File: config.mk
export PLATFORM = sky130hd
export DESIGN_NAME = demux_datapath
export DESIGN_NICKNAME = d
export VERILOG_FILES = /design/src/rtl/demux_datapath.sv
export SDC_FILE = /design/constraint.sdc
export NUM_CORES = 1
export LEC_CHECK = 0
export CAP_MARGIN = 30
export CORE_MARGIN = 8
export CORE_UTILIZATION = 53
export DETAILED_ROUTE_END_ITERATION = 6
export PLACE_DENSITY = 0.85
export SLEW_MARGIN = 20
export SYNTH_ARGS = -nofsm -noshare
export SYNTH_HDL_FRONTEND = slang
export SYNTH_SLANG_ARGS = --single-unit
File: constraint.sdc
create_clock -name clk -period 4.2 [get_ports clk]
set_input_delay 0.42 -clock clk [delete_from_list [all_inputs] [get_ports clk]]
set_output_delay 0.42 -clock clk [all_outputs]
set_load 0.05 [all_outputs]
File: src/rtl/demux_datapath.sv
// Registered 1-to-4 demultiplexer with saturating per-lane route counters.
// Latency: 1 cycle from d/s/en sampling to y/y_valid; counters update on the same edge.
// No backpressure: every edge with en=1 routes one word; downstream must accept it.
//
// Ports:
//   clk      rising-edge clock
//   rst      asynchronous active-high reset; clears y, y_valid and all counters
//   en       route enable; when low, every lane and y_valid are driven to 0
//   d        data word to route
//   s        lane select 0..3
//   y        four lanes, lane i = y[i*DATA_W +: DATA_W]; unselected lanes are 0
//   y_valid  one-hot marker of the lane written on the previous edge; 0 if none
//   cnt_clr  synchronous clear of all counters; wins over a simultaneous increment
//   cnt      four counters, lane i = cnt[i*CNT_W +: CNT_W]; saturate at all-ones
module demux_datapath #(
   parameter int DATA_W = 1,
   parameter int CNT_W  = 8
) (
   input  logic                clk,
   input  logic                rst,
   input  logic                en,
   input  logic [DATA_W-1:0]   d,
   input  logic [1:0]          s,
   output logic [4*DATA_W-1:0] y,
   output logic [3:0]          y_valid,
   input  logic                cnt_clr,
   output logic [4*CNT_W-1:0]  cnt
);

   logic [4*DATA_W-1:0] r_y;
   logic [3:0]          r_vld;
   logic [CNT_W-1:0]    r_cnt [4];

   // One-hot decode of the select; only meaningful when en is high.
   logic [3:0]          w_sel;
   logic [3:0]          w_route;

   assign w_sel   = 4'b0001 << s;
   assign w_route = en ? w_sel : 4'b0000;

   always_ff @(posedge clk or posedge rst) begin
      if (rst) begin
         r_y   <= '0;
         r_vld <= '0;
         for (int i = 0; i < 4; i++) begin
            r_cnt[i] <= '0;
         end
      end else begin
         // Every lane is rewritten each edge so a lane never keeps stale data
         // after the select moves away from it.
         r_vld <= w_route;
         for (int i = 0; i < 4; i++) begin
            r_y[i*DATA_W +: DATA_W] <= w_route[i] ? d : '0;
         end

         for (int i = 0; i < 4; i++) begin
            if (cnt_clr) begin
               r_cnt[i] <= '0;
            end else if (w_route[i] && !(&r_cnt[i])) begin
               r_cnt[i] <= r_cnt[i] + CNT_W'(1);
            end
         end
      end
   end

   assign y       = r_y;
   assign y_valid = r_vld;

   for (genvar g = 0; g < 4; g++) begin : g_cnt_out
      assign cnt[g*CNT_W +: CNT_W] = r_cnt[g];
   end

endmodule

## Word level (Yosys, flattened, before mapping)

Cells that the tools add are included.

| storage, ports and cells | value |
|---|---|
| register bits | 40 |
| input bits | 7 |
| output and inout port bits | 40 |

| cells by class | value |
|---|---|
| reductions and logical operators | 16 |
| shift operators | 1 |
| mux-type cells | 13 |
| $add $sub $neg | 4 |

Operators with widths:

| kind | number |
|---|---|
| $mux 8 | 8 |
| $add 8x1->8 const B | 4 |
| $reduce_and 8->1 | 4 |
| $reduce_bool 2->1 | 4 |
| $logic_and 1x1->1 | 4 |
| $logic_not 1->1 | 4 |
| $mux 1 | 4 |
| $mux 4 | 1 |
| $shl 1x2->4 const A | 1 |

## Depth between registers and ports, before layout

Gate-level depths: netlist (run 1).

| depth | value |
|---|---|
| word-level depth | 5 |
| mapped depth | 5 |
| mapped depth without buffers | 5 |

## Least setup slack after synthesis (run 1)

Ideal clock, no wire load.

| timing path | value |
|---|---|
| path type | register -> register |
| start | register r_cnt, in the netlist cnt[8] |
| end | register r_cnt, in the netlist cnt[15] |
| stages on the path, launching flop included | 6 |
| library setup time | 78 ps |
| arrival time | 1776 ps |
| slack | 2346 ps |
| clock period less this slack | 1854 ps |
| data required time | 4122 ps |
| cell sequence | dfrtp_1 -> ha_1 -> nand4_1 -> o21ai_4 -> or4_1 -> a21oi_1 |

| on the way | value |
|---|---|
| cells in the longest elaborated chain, start to end | 4 |

RTL lines:

| what | line | source |
|---|---|---|
| start: declaration | 32 | `logic [CNT_W-1:0] r_cnt [4];` |
| start signal: indexed assignment | 60 | `r_cnt[i] <= r_cnt[i] + CNT_W'(1);` |
| parallel branches: the longest is 4 deep, another holds $add 8x1->8 | - |  |

Parallel ways; which one is timed is not known. The select of a mux whose other input is x is not followed.
A chain may end at the register's enable or synchronous reset.

## Worst setup path in the final report (run 1)

| timing path | value |
|---|---|
| start | register r_cnt, in the netlist cnt[11] |
| end | output cnt[11] |

RTL lines:

| what | line | source |
|---|---|---|
| end: declaration | 27 | `output logic [4*CNT_W-1:0] cnt` |

No word-level cell between the ends.

==> metrics.txt, run 1 <==
Die Span Y about 76 um; die footprint 5842 um^2; cts repair resizes 0; Non-Filler Instances approximately 280; total track usage 15.05%; critical path required time about 3800 ps; max-slew violations 0; setup ws final ~2100 ps; setup bufs post-CTS 0; Worst-path clk slew 110 ps; library cells used by synthesis 35; Util after Layout a little over two thirds; area grow syn2layout 30.90%; diodes inserted 0; Wirelength per Cell around 15 um; H-tree levels 2; Crit. End Element output port; Pwr Total around 0.74 mW; sequential share of the synthesized area about 52%; post-synthesis mux area share approximately 3.2%; final period utilization 50.23%; critical-path maximum fanout 8; slowest stage delay, CP roughly 850 ps; DP HPWL around 3 mm; Finish-stage setup viols 0; initial antenna violation count 0; sw power 0.1704 mW; final instance area between 2000 and 3000 um^2; largest net degree at the start of global routing just over 40; Leakage approximately 1.1 nW; outcome finished, final reports clean; Seq cells post-synth 40; core area between 3000 and 4000 um^2; nets@finish 240; Root Driver clkbuf_4; vias in the first global route 1,575; routed wire length 4.070 mm; Syn Inst Count 180; GP Congestion approximately 0.85; critical path launch point type flip-flop; Buf/Inv on CP 1; clk sinks 40; slowest cell on the critical path clkdlybuf4s50_1; post-route ant nets 0; Die X around 76 um; peak supply drop 0.1716 mV; main area contributors after synthesis dfrtp_1 52%, xor2_1 8.6%, nor2_1 5.0%, o211ai_1 3.1%, and2_1 2.6%; Setup WS pre-CTS approximately 2100 ps; area share of fa/ha/maj cells after synthesis around 2.6%; FP Rows 22; warnings from Yosys 0; fin crit period around 2100 ps; Residual DRC 0; Pwr Density 292.1 nW/um^2; most common cell after layout, fill and taps aside clkdlybuf4s50_1; DRT iter0 DRCs 100; Vias roughly 1,500; power share of the clock group 38.0%; CTS tree done; Hold Crit Class input port to async pin; max_cap viols 0; main combinational cell family by area after synthesis simple AND/OR/NAND/NOR gates; Worst Tran Pin Value roughly 520 ps; Yosys top cell area share 51.71%; TritonRoute pass-1 iters 4; Fin. Hold Viols 0; sw frac ~23%; synthesized cell area between 1500 and 2000 um^2; Setup Total Neg Slack 0 ps; Worst Setup Path Type flip-flop to output port; skew final ~3.8 ps; cell area after placement roughly 2400 um^2; area leader, netlist dfrtp_1; clk_lat worst skew ~350 ps; area share of and/or/nand/nor cells after synthesis 20.17%; share of cells above drive strength 1 7.826%; Avg Vias per Cell about 5.4; IO Count 47; total grt overflow 0; Reg2Reg Launch Point cnt[8]; Comb pwr share roughly 8.7%; Flop pwr share about 53%; Longest Clk Path Bufs 2; CP Launch Point cnt[11]; Cell Int Power about 0.57 mW; final hold slack 486.6 ps; Top delay family on crit path buffers and inverters; hold_buf cts 0; max_slew headroom between 60% and 70%; RSZ-0062 raised after global routing no; CTS Buf Count 5; Mean Syn Cell Area around 11 um^2; highest clock rate 474.1 MHz; Synth Net Count roughly 190; initial core utilization a little over half; post-synthesis compound-gate area fraction between 10% and 20%; xor/xnor share of the synthesized area 8.597%; crit-path cells clkdlybuf4s50_1; Critical Path AT about 1700 ps; Cells after DPL between 200 and 300; commonest cells after routing, fill and taps aside 46 x clkdlybuf4s50_1, 40 x dfrtp_1, 26 x nor2_1, 19 x xor2_1; first-pass GRT wire length between 7 and 8 mm; Port Buffer Count 46
layer usage:
metal  wire length [um]  vias to the layer above  GRT usage [%]
li1                   -                      748              -
met1               1738                      724          16.34
met4                 67                        0          6.538
met2               2069                       35          26.31
met3                195                        7          4.599
met5                  0                        -              0
power groups by stage:
stage	logic, mW	registers, mW	clock network (mW)
after floorplan	0.0228	0.420	0
after global placement	0.0648	0.401	0
after detailed placement	0.0654	0.401	0
after CTS	0.0655	0.394	0.289
after global routing	0.0700	0.395	0.304
final	0.0645	0.394	0.282
path summary, 6_finish.rpt:
kind	end	depth (start not counted)	slack, ps
min	cnt[16]	3	490
min reg2reg	cnt[22]	2	590
min in group clk	cnt[22]	2	590
max in group asynchronous	cnt[11]	3	3370
max	cnt[11]	1	2090
max reg2reg	cnt[15]	5	2490
registers in the layout, indices dropped and copies added, names as in the netlist:
name     flops
cnt         32
y            4
y_valid      4
kinds of logic after synthesis:
group	Yosys count
flip-flops	40
buffers and inverters	9
XOR/XNOR	19
adder cells (fa/ha/maj)	4
multiplexers	6
AND/OR/NAND/NOR	72
AO/OA/AOI/OAI	30
Yosys cell counts:
cell type / number
ha_1: 4
nand2_1: 1
o21a_1: 2
a21oi_1: 4
and3b_2: 1
o211ai_1: 8
o31ai_1: 2
and3_1: 7
xor2_1: 19
o21ai_4: 1
clkbuf_1: 3
o21ai_0: 5
nor2_1: 26
a211oi_1: 1
dfrtp_1: 40
nor3_1: 3
o21ba_2: 2
nand2b_1: 1
nor3b_2: 1
buf_6: 1
nor2b_1: 1
and3b_1: 1
inv_1: 3
and2_2: 1
nand3_1: 7
mux2_2: 1
buf_2: 2
or3_1: 2
nand4_1: 8
and4_1: 1
and2_1: 8
mux2i_1: 5
and3_2: 1
or4_1: 2
o2111ai_1: 5
area by class of cell:
cell class                      instances  area, um^2
Sequential cell                        40        1001
Timing Repair Buffer                   48       475.5
Clock buffer                            7       65.06
Fill cell                             274        1045
Multi-Input combinational cell        131       890.9
Tap cell                               48       60.06
Inverter                                3       11.26
Clock inverter                          1       30.03
(Power assumes the default switching activity.)
==> inputs of run 2 (changes only) <==
CORE_UTILIZATION = 44   (was 53)
PLACE_DENSITY = 0.75   (was 0.85)
clock period = 1.7 ns   (was 4.2 ns; I/O delays follow)
==> metrics.txt, run 2 (synthesis gave the netlist of run 1 again) <==
outcome finished, final reports clean; H-tree levels 2 (unchanged); Avg Vias per Cell 5.338 (-2.0%); commonest cells after routing, fill and taps aside 49 x buf_4, 27 x dfrtp_1, 26 x nor2_1, 19 x xor2_1, 14 x clkdlybuf4s50_1; Worst Tran Pin Value 501.6 ps (-13.88 ps); Largest register FFs 32 (unchanged); max_cap viols 0 (unchanged); TritonRoute pass-1 iters 4 (unchanged); final hold slack 244.1 ps (-242.5 ps); Reg2Reg Launch Point cnt[8]; Finish-stage setup viols 0 (unchanged); cell area after placement 2527 um^2 (+3.6%); largest net degree at the start of global routing 41 (unchanged); CP Launch Point y[2]; peak supply drop 0.4452 mV (+160%); fin crit period roughly 1600 ps; FP Rows 24 (+9.1%); skew final 10.33 ps (+6.570 ps); critical-path maximum fanout 1 (-7); crit-path cells clkdlybuf4s50_1; Buf/Inv on CP 1 (unchanged); Cells after DPL 290 (+7.4%); Crit. End Element output port; total track usage 13.99% (-1.1 points); Worst-path clk slew 80 ps (-30 ps); most common cell after layout, fill and taps aside buf_4; vias in the first global route 1,605 (+1.9%); first-pass GRT wire length 7.465 mm (+3.3%); max-slew violations 0 (unchanged); die footprint 6777 um^2 (+16%); area grow syn2layout 36.07%; CP Capture Point y[2]; Die X 82.33 um (+7.7%); CTS tree done; Longest Clk Path Bufs 2 (unchanged); routed wire length 4.458 mm (+9.5%); highest clock rate about 610 MHz; GP Congestion 0.8381 (-1.2%); nets@finish 257 (+7.1%); DRT iter0 DRCs 87 (-13%); reg2reg end cnt[15]; share of cells above drive strength 1 32.79% (+25 points); IO Count 47 (unchanged); initial antenna violation count 0 (unchanged); DP HPWL 3.295 mm (+9.7%); Setup Total Neg Slack 0 ps (unchanged); Critical Path AT 1460 ps (-230 ps); Util after Layout 61.33% (-9.5 points); Pwr Density 669.5 nW/um^2 (+130%); total grt overflow 0 (unchanged); Register-to-Register Path Depth 5 (unchanged); final period utilization roughly 96%; flop-to-flop setup slack 80 ps (-2410 ps); WP depth 1 (unchanged); Residual DRC 0 (unchanged); initial core utilization 45.08% (-9.0 points); Port Buffer Count 46 (unchanged); slowest stage delay, CP 810 ps (-40 ps); clk_lat worst skew 290 ps (-60 ps); CTS Buf Count 5 (unchanged); slowest cell on the critical path clkdlybuf4s50_1; post-route ant nets 0 (unchanged); Wirelength per Cell 14.91 um (+1.8%); Non-Filler Instances 299 (+7.6%); Worst Setup Path Type flip-flop to output port; diodes inserted 0 (unchanged); Top delay family on crit path buffers and inverters; Die Span Y 82.33 um (+7.7%); Root Driver clkbuf_8; final instance area 2634 um^2 (+4.0%); critical path required time 1530 ps (-2250 ps); core area 4294 um^2 (+20%); Hold Crit Class input port to async pin; Fin. Hold Viols 0 (unchanged); critical path launch point type flip-flop; max_slew headroom 66.45% (+0.93 points); hold_buf cts 0 (unchanged); Vias 1,596 (+5.4%); Leakage 1.242 nW (+11%); clk sinks 40 (unchanged)
## run 2: cell count changes in the layout (fill, tap and decap cells not counted), moves of 3 or more
| cell | delta |
|---|---|
| buf_4 | +47 |
| clkbuf_4 | -5 |
| dfrtp_1 | -13 |
| dfrtp_2 | +13 |
| clkdlybuf4s50_1 | -32 |
| clkbuf_8 | +3 |
## run 2: worst min-delay path by stage
stage               slack, ps    endpoint    start  cells past startpoint
floorplan                 270  y_valid[0]     s[0]                      1
global placement          550  y_valid[3]      rst                      3
detailed placement        550     cnt[25]  cnt[25]                      2
CTS                       250     cnt[24]      rst                      3
global route              270        y[2]      rst                      3
finish                    240        y[2]      rst                      3
## run 2: area by class of cell
| cell class | instances | area (um^2) |
|---|---|---|
| Tap cell | 52 | 65.06 |
| Fill cell | 382 | 1660 |
| Clock buffer | 7 | 76.32 |
| Timing Repair Buffer | 65 | 548.0 |
| Sequential cell | 40 | 1017 |
| Multi-Input combinational cell | 131 | 910.9 |
| Inverter | 3 | 11.26 |
| Clock inverter | 1 | 5.005 |
## run 2: timing repair
item | 4_1_cts | 5_1_grt
endpoints found under the setup margin | 0 | 2
gates resized for setup | 0 | 3
setup buffers | 0 | 1
## run 2: metal layers
layer  vias to the layer above  share of wire (%)  global-route usage (%)
met4                         0               0.92                   3.684
met1                       778                 44                   17.35
met5                         -                  0                       0
met3                         5                6.6                   4.437
met2                        33                 48                   22.94
li1                        780                  -                       -
## run 2: through the flow
stage | setup WS, ps | power [mW]
CTS | 52.94 | 1.791
floorplan | -2.641 | 1.095
global route | -22.52 | 1.844
global placement | -20.42 | 1.175
detailed placement | -103.0 | 1.177
finish | 65.48 | 1.763
## run 2: where the power goes
group / internal, mW / leakage (nW) / switching (mW)
logic: 0.0712 / 0.667 / 0.112
registers: 0.965 / 0.533 / 0.0113
clock network: 0.288 / 0.0422 / 0.316
==> RTL edit 1 (config.mk and constraints of run 1) <==
Set the parameter `CNT_W` to 12 (it was 8).
--- a/src/rtl/demux_datapath.sv
+++ b/src/rtl/demux_datapath.sv
@@ -14,7 +14,7 @@
 //   cnt      four counters, lane i = cnt[i*CNT_W +: CNT_W]; saturate at all-ones
 module demux_datapath #(
    parameter int DATA_W = 1,
-   parameter int CNT_W  = 8
+   parameter int CNT_W  = 12
 ) (
    input  logic                clk,
    input  logic                rst,
Interface: changed (resized cnt); port bits go from 47 to 63. The function was not compared with the original's and may differ.
==> RTL edit 1 against run 1 <==
Wire length is 67% higher; clock power is 24% higher; worst setup slack better by 0.020 ns; final cell count is 53% higher; power is 32% higher; synthesized area is 47% higher; cell area is 44% higher; sequential cell count is 16 higher.
==> RTL edit 1: results (changes against run 1) <==
worst slew pin tran 0.698 ns (+0.182 ns); fraction of area in multi-input gates 37.6% (+2.4 points); layout cell share with drive strength beyond 1 6.74% (-1.1 points); Area contributors post-synth dfrtp_1 (49%), a21oi_1 (4.6%), or3_1 (4.2%); Yosys reg bits 56 (+40%); buffering overhead 17.8% (-0.94 points); sequential share of the synthesized area 49.2% (-2.5 points); Vias 2,528 (+67%); comb pwr 0.0000748 W (+16%); Buffers excl. clock 66 (+38%); via count of the first global-routing pass 2,380 (+51%); Signal inverters 8 (+5); largest net degree at the start of global routing 42 (+2.4%); maximum vdd drop 0.134 mV (-22%); Clk Latency, worst-skew pair 0.31 ns (-0.04 ns); Seq area share 38.3% (-1.2 points); flop-to-flop setup slack 2.22 ns (-0.27 ns); Port Buffers 62 (+35%); Clock buf/inv share 3.05% (-0.71 points); first-pass GRT wire length 11.2 mm (+55%); Final Skew 0.00834 ns (+0.00457 ns); Total GRT Usage 17.6% (+2.5 points); Layout Nets 366 (+53%); outcome complete, no violations; Root Buffer clkbuf_8
[RTL edit 1: metrics by stage]
step                      cells  area (um2)  setup WS (ns)
after floorplan             291        2850           2.13
after global placement      416        3530           1.94
after detailed placement    416        3530           1.85
after CTS                   424        3640           1.92
after global routing        426        3660           2.03
final                       426        3660           2.11
[RTL edit 1: cells by family after synthesis]
group / synth area share [%]
simple gates: 25.6
compound gates: 14.7
fa+ha+maj: 1.76
buf+inv: 2.63
flops: 49.2
xor+xnor: 2.15
mux: 3.99
[RTL edit 1: final timing paths]
kind,end,depth (start not counted)
min in group clk,cnt[47],2
hold reg to reg,cnt[47],2
hold / removal,cnt[23],2
setup / recovery,cnt[14],1
max in group asynchronous,cnt[12],3
setup reg to reg,cnt[9],6
[RTL edit 1: layer usage]
layer | part of all wire (%) | wire length [um] | track usage, %
met3 | 7.7 | 520 | 5.06
met4 | 1.0 | 69 | 5.29
met2 | 47 | 3170 | 27.4
met5 | 0 | 0 | 0
met1 | 45 | 3020 | 23.0
==> RTL edit 2 (config.mk and constraints of run 1) <==
Made on the original files. Add an input register stage for `en`, `d`, `s` and `cnt_clr`, without a reset; this delays them by one clock. Comments in the files are not updated.
--- a/src/rtl/demux_datapath.sv
+++ b/src/rtl/demux_datapath.sv
@@ -27,6 +27,18 @@
    output logic [4*CNT_W-1:0]  cnt
 );
 
+   logic en_q;
+   logic [DATA_W-1:0] d_q;
+   logic [1:0] s_q;
+   logic cnt_clr_q;
+
+   always_ff @(posedge clk) begin
+      en_q      <= en;
+      d_q       <= d;
+      s_q       <= s;
+      cnt_clr_q <= cnt_clr;
+   end
+
    logic [4*DATA_W-1:0] r_y;
    logic [3:0]          r_vld;
    logic [CNT_W-1:0]    r_cnt [4];
@@ -35,8 +47,8 @@
    logic [3:0]          w_sel;
    logic [3:0]          w_route;
 
-   assign w_sel   = 4'b0001 << s;
-   assign w_route = en ? w_sel : 4'b0000;
+   assign w_sel   = 4'b0001 << s_q;
+   assign w_route = en_q ? w_sel : 4'b0000;
 
    always_ff @(posedge clk or posedge rst) begin
       if (rst) begin
@@ -50,11 +62,11 @@
          // after the select moves away from it.
          r_vld <= w_route;
          for (int i = 0; i < 4; i++) begin
-            r_y[i*DATA_W +: DATA_W] <= w_route[i] ? d : '0;
+            r_y[i*DATA_W +: DATA_W] <= w_route[i] ? d_q : '0;
          end
 
          for (int i = 0; i < 4; i++) begin
-            if (cnt_clr) begin
+            if (cnt_clr_q) begin
                r_cnt[i] <= '0;
             end else if (w_route[i] && !(&r_cnt[i])) begin
                r_cnt[i] <= r_cnt[i] + CNT_W'(1);
Formal check against the unedited RTL: not equivalent (a bounded check fails within 4 cycles, from zero or initial values and one cycle with rst high).
==> RTL edit 2 against run 1 <==
Wire length is 1.3% lower; synthesized area rose by 5.0%; utilization grew 1.8 points; sequential cell count up 5; worst setup slack gained 0.11 ns; power increased by 20%; cell area rose by 5.7%; clock power up 33%; largest cell class unchanged; highest routed layer unchanged.
==> RTL edit 2: results (changes against run 1) <==
CP startpoint cnt[2]; Routed WL 4.02 mm (-1.3%); fillcell total 278 (+1.5%); met3 Use GR 5.53% (+0.93 points); placed instance count 275 (+1.9%); met3 WL post-DR 282 um (+45%); Setup WS pre-CTS 2.51 ns (+0.458 ns); GR Util met1 17.0% (+0.70 points); Worst-path clk slew 0.09 ns (-0.02 ns); Area contributors post-synth dfrtp_1 (49%), xor2_1 (8.2%), dfxtp_1 (4.9%); layout cell share with drive strength beyond 1 7.66% (-0.17 points); DRT iter0 DRCs 91 (-9.0%); met2 WL 1.91 mm (-7.8%); maximum vdd drop 0.363 mV (+110%); M1 WL 1.76 mm (+1.3%); Seq area share 41.1% (+1.6 points); fraction of registers with async set or reset after synthesis 88.9% (-11 points); Final Worst Setup Slack 2.20 ns (+0.110 ns); Post-Syn Nets 196 (+2.6%); outcome complete, no violations; Port Buffers 46 (unchanged); sequential share of the synthesized area 54.2% (+2.4 points); Root Buffer clkbuf_8; GP Congestion 0.840 (-0.97%); WHS 0.486 ns (-0.00109 ns); met2 Use GR 21.9% (-4.4 points); synthesized instance count 185 (+2.8%); worst setup path end cnt[2]; Vias 1,556 (+2.8%); via count of the first global-routing pass 1,478 (-6.2%); worst slew pin tran 0.681 ns (+0.165 ns); Worst EP arrival 1.58 ns (-0.11 ns); Cell Area, Placed 2540 um2 (+4.3%); Yosys reg bits 45 (+13%); Clock buf/inv share 5.00% (+1.2 points); Final Skew 0.00815 ns (+0.00439 ns); Total GRT Usage 14.0% (-1.0 points); Pleak 1.18 nW (+5.5%); Layout Nets 245 (+2.1%); Distinct cells, synth 36 (+2.9%); post-layout util 72.6% (+1.8 points); footprint of the multi-input gates 888 um2 (-0.28%); worst-path maximum fanout 5 (-3); R2R Path Start cnt[8]; Clk Latency, worst-skew pair 0.30 ns (-0.05 ns); buffering overhead 18.0% (-0.73 points); vias per cell 5.50 (+0.96%); Hold Crit Depth 1
==> RTL edit 2: cell count changes after synthesis <==
cell | run 1 | this run
nand4_1 | 8 | 7
dfxtp_1 | 0 | 5
nand2_1 | 1 | 2
==> RTL edit 2: kinds of logic (layout without fill, tap and decap cells) <==
logic type / count (synthesis) / after routing / share of synthesized area, %
simple gates: 72 / 72 / 19.1
fa+ha+maj: 4 / 4 / 2.46
xor+xnor: 19 / 19 / 8.18
compound gates: 30 / 30 / 11.0
mux: 6 / 6 / 3.02
buf+inv: 9 / 59 / 2.15
flops: 45 / 45 / 54.2
==> RTL edit 2: power by group through the flow <==
stage / combinational, W / sequential, W / clock, W
2_1_floorplan: 0.0000227 / 0.000473 / 0
3_5_place_dp: 0.0000625 / 0.000457 / 0
4_1_cts: 0.0000625 / 0.000448 / 0.000387
5_1_grt: 0.0000664 / 0.000450 / 0.000407
6_report: 0.0000612 / 0.000448 / 0.000376
3_3_place_gp: 0.0000581 / 0.000459 / 0
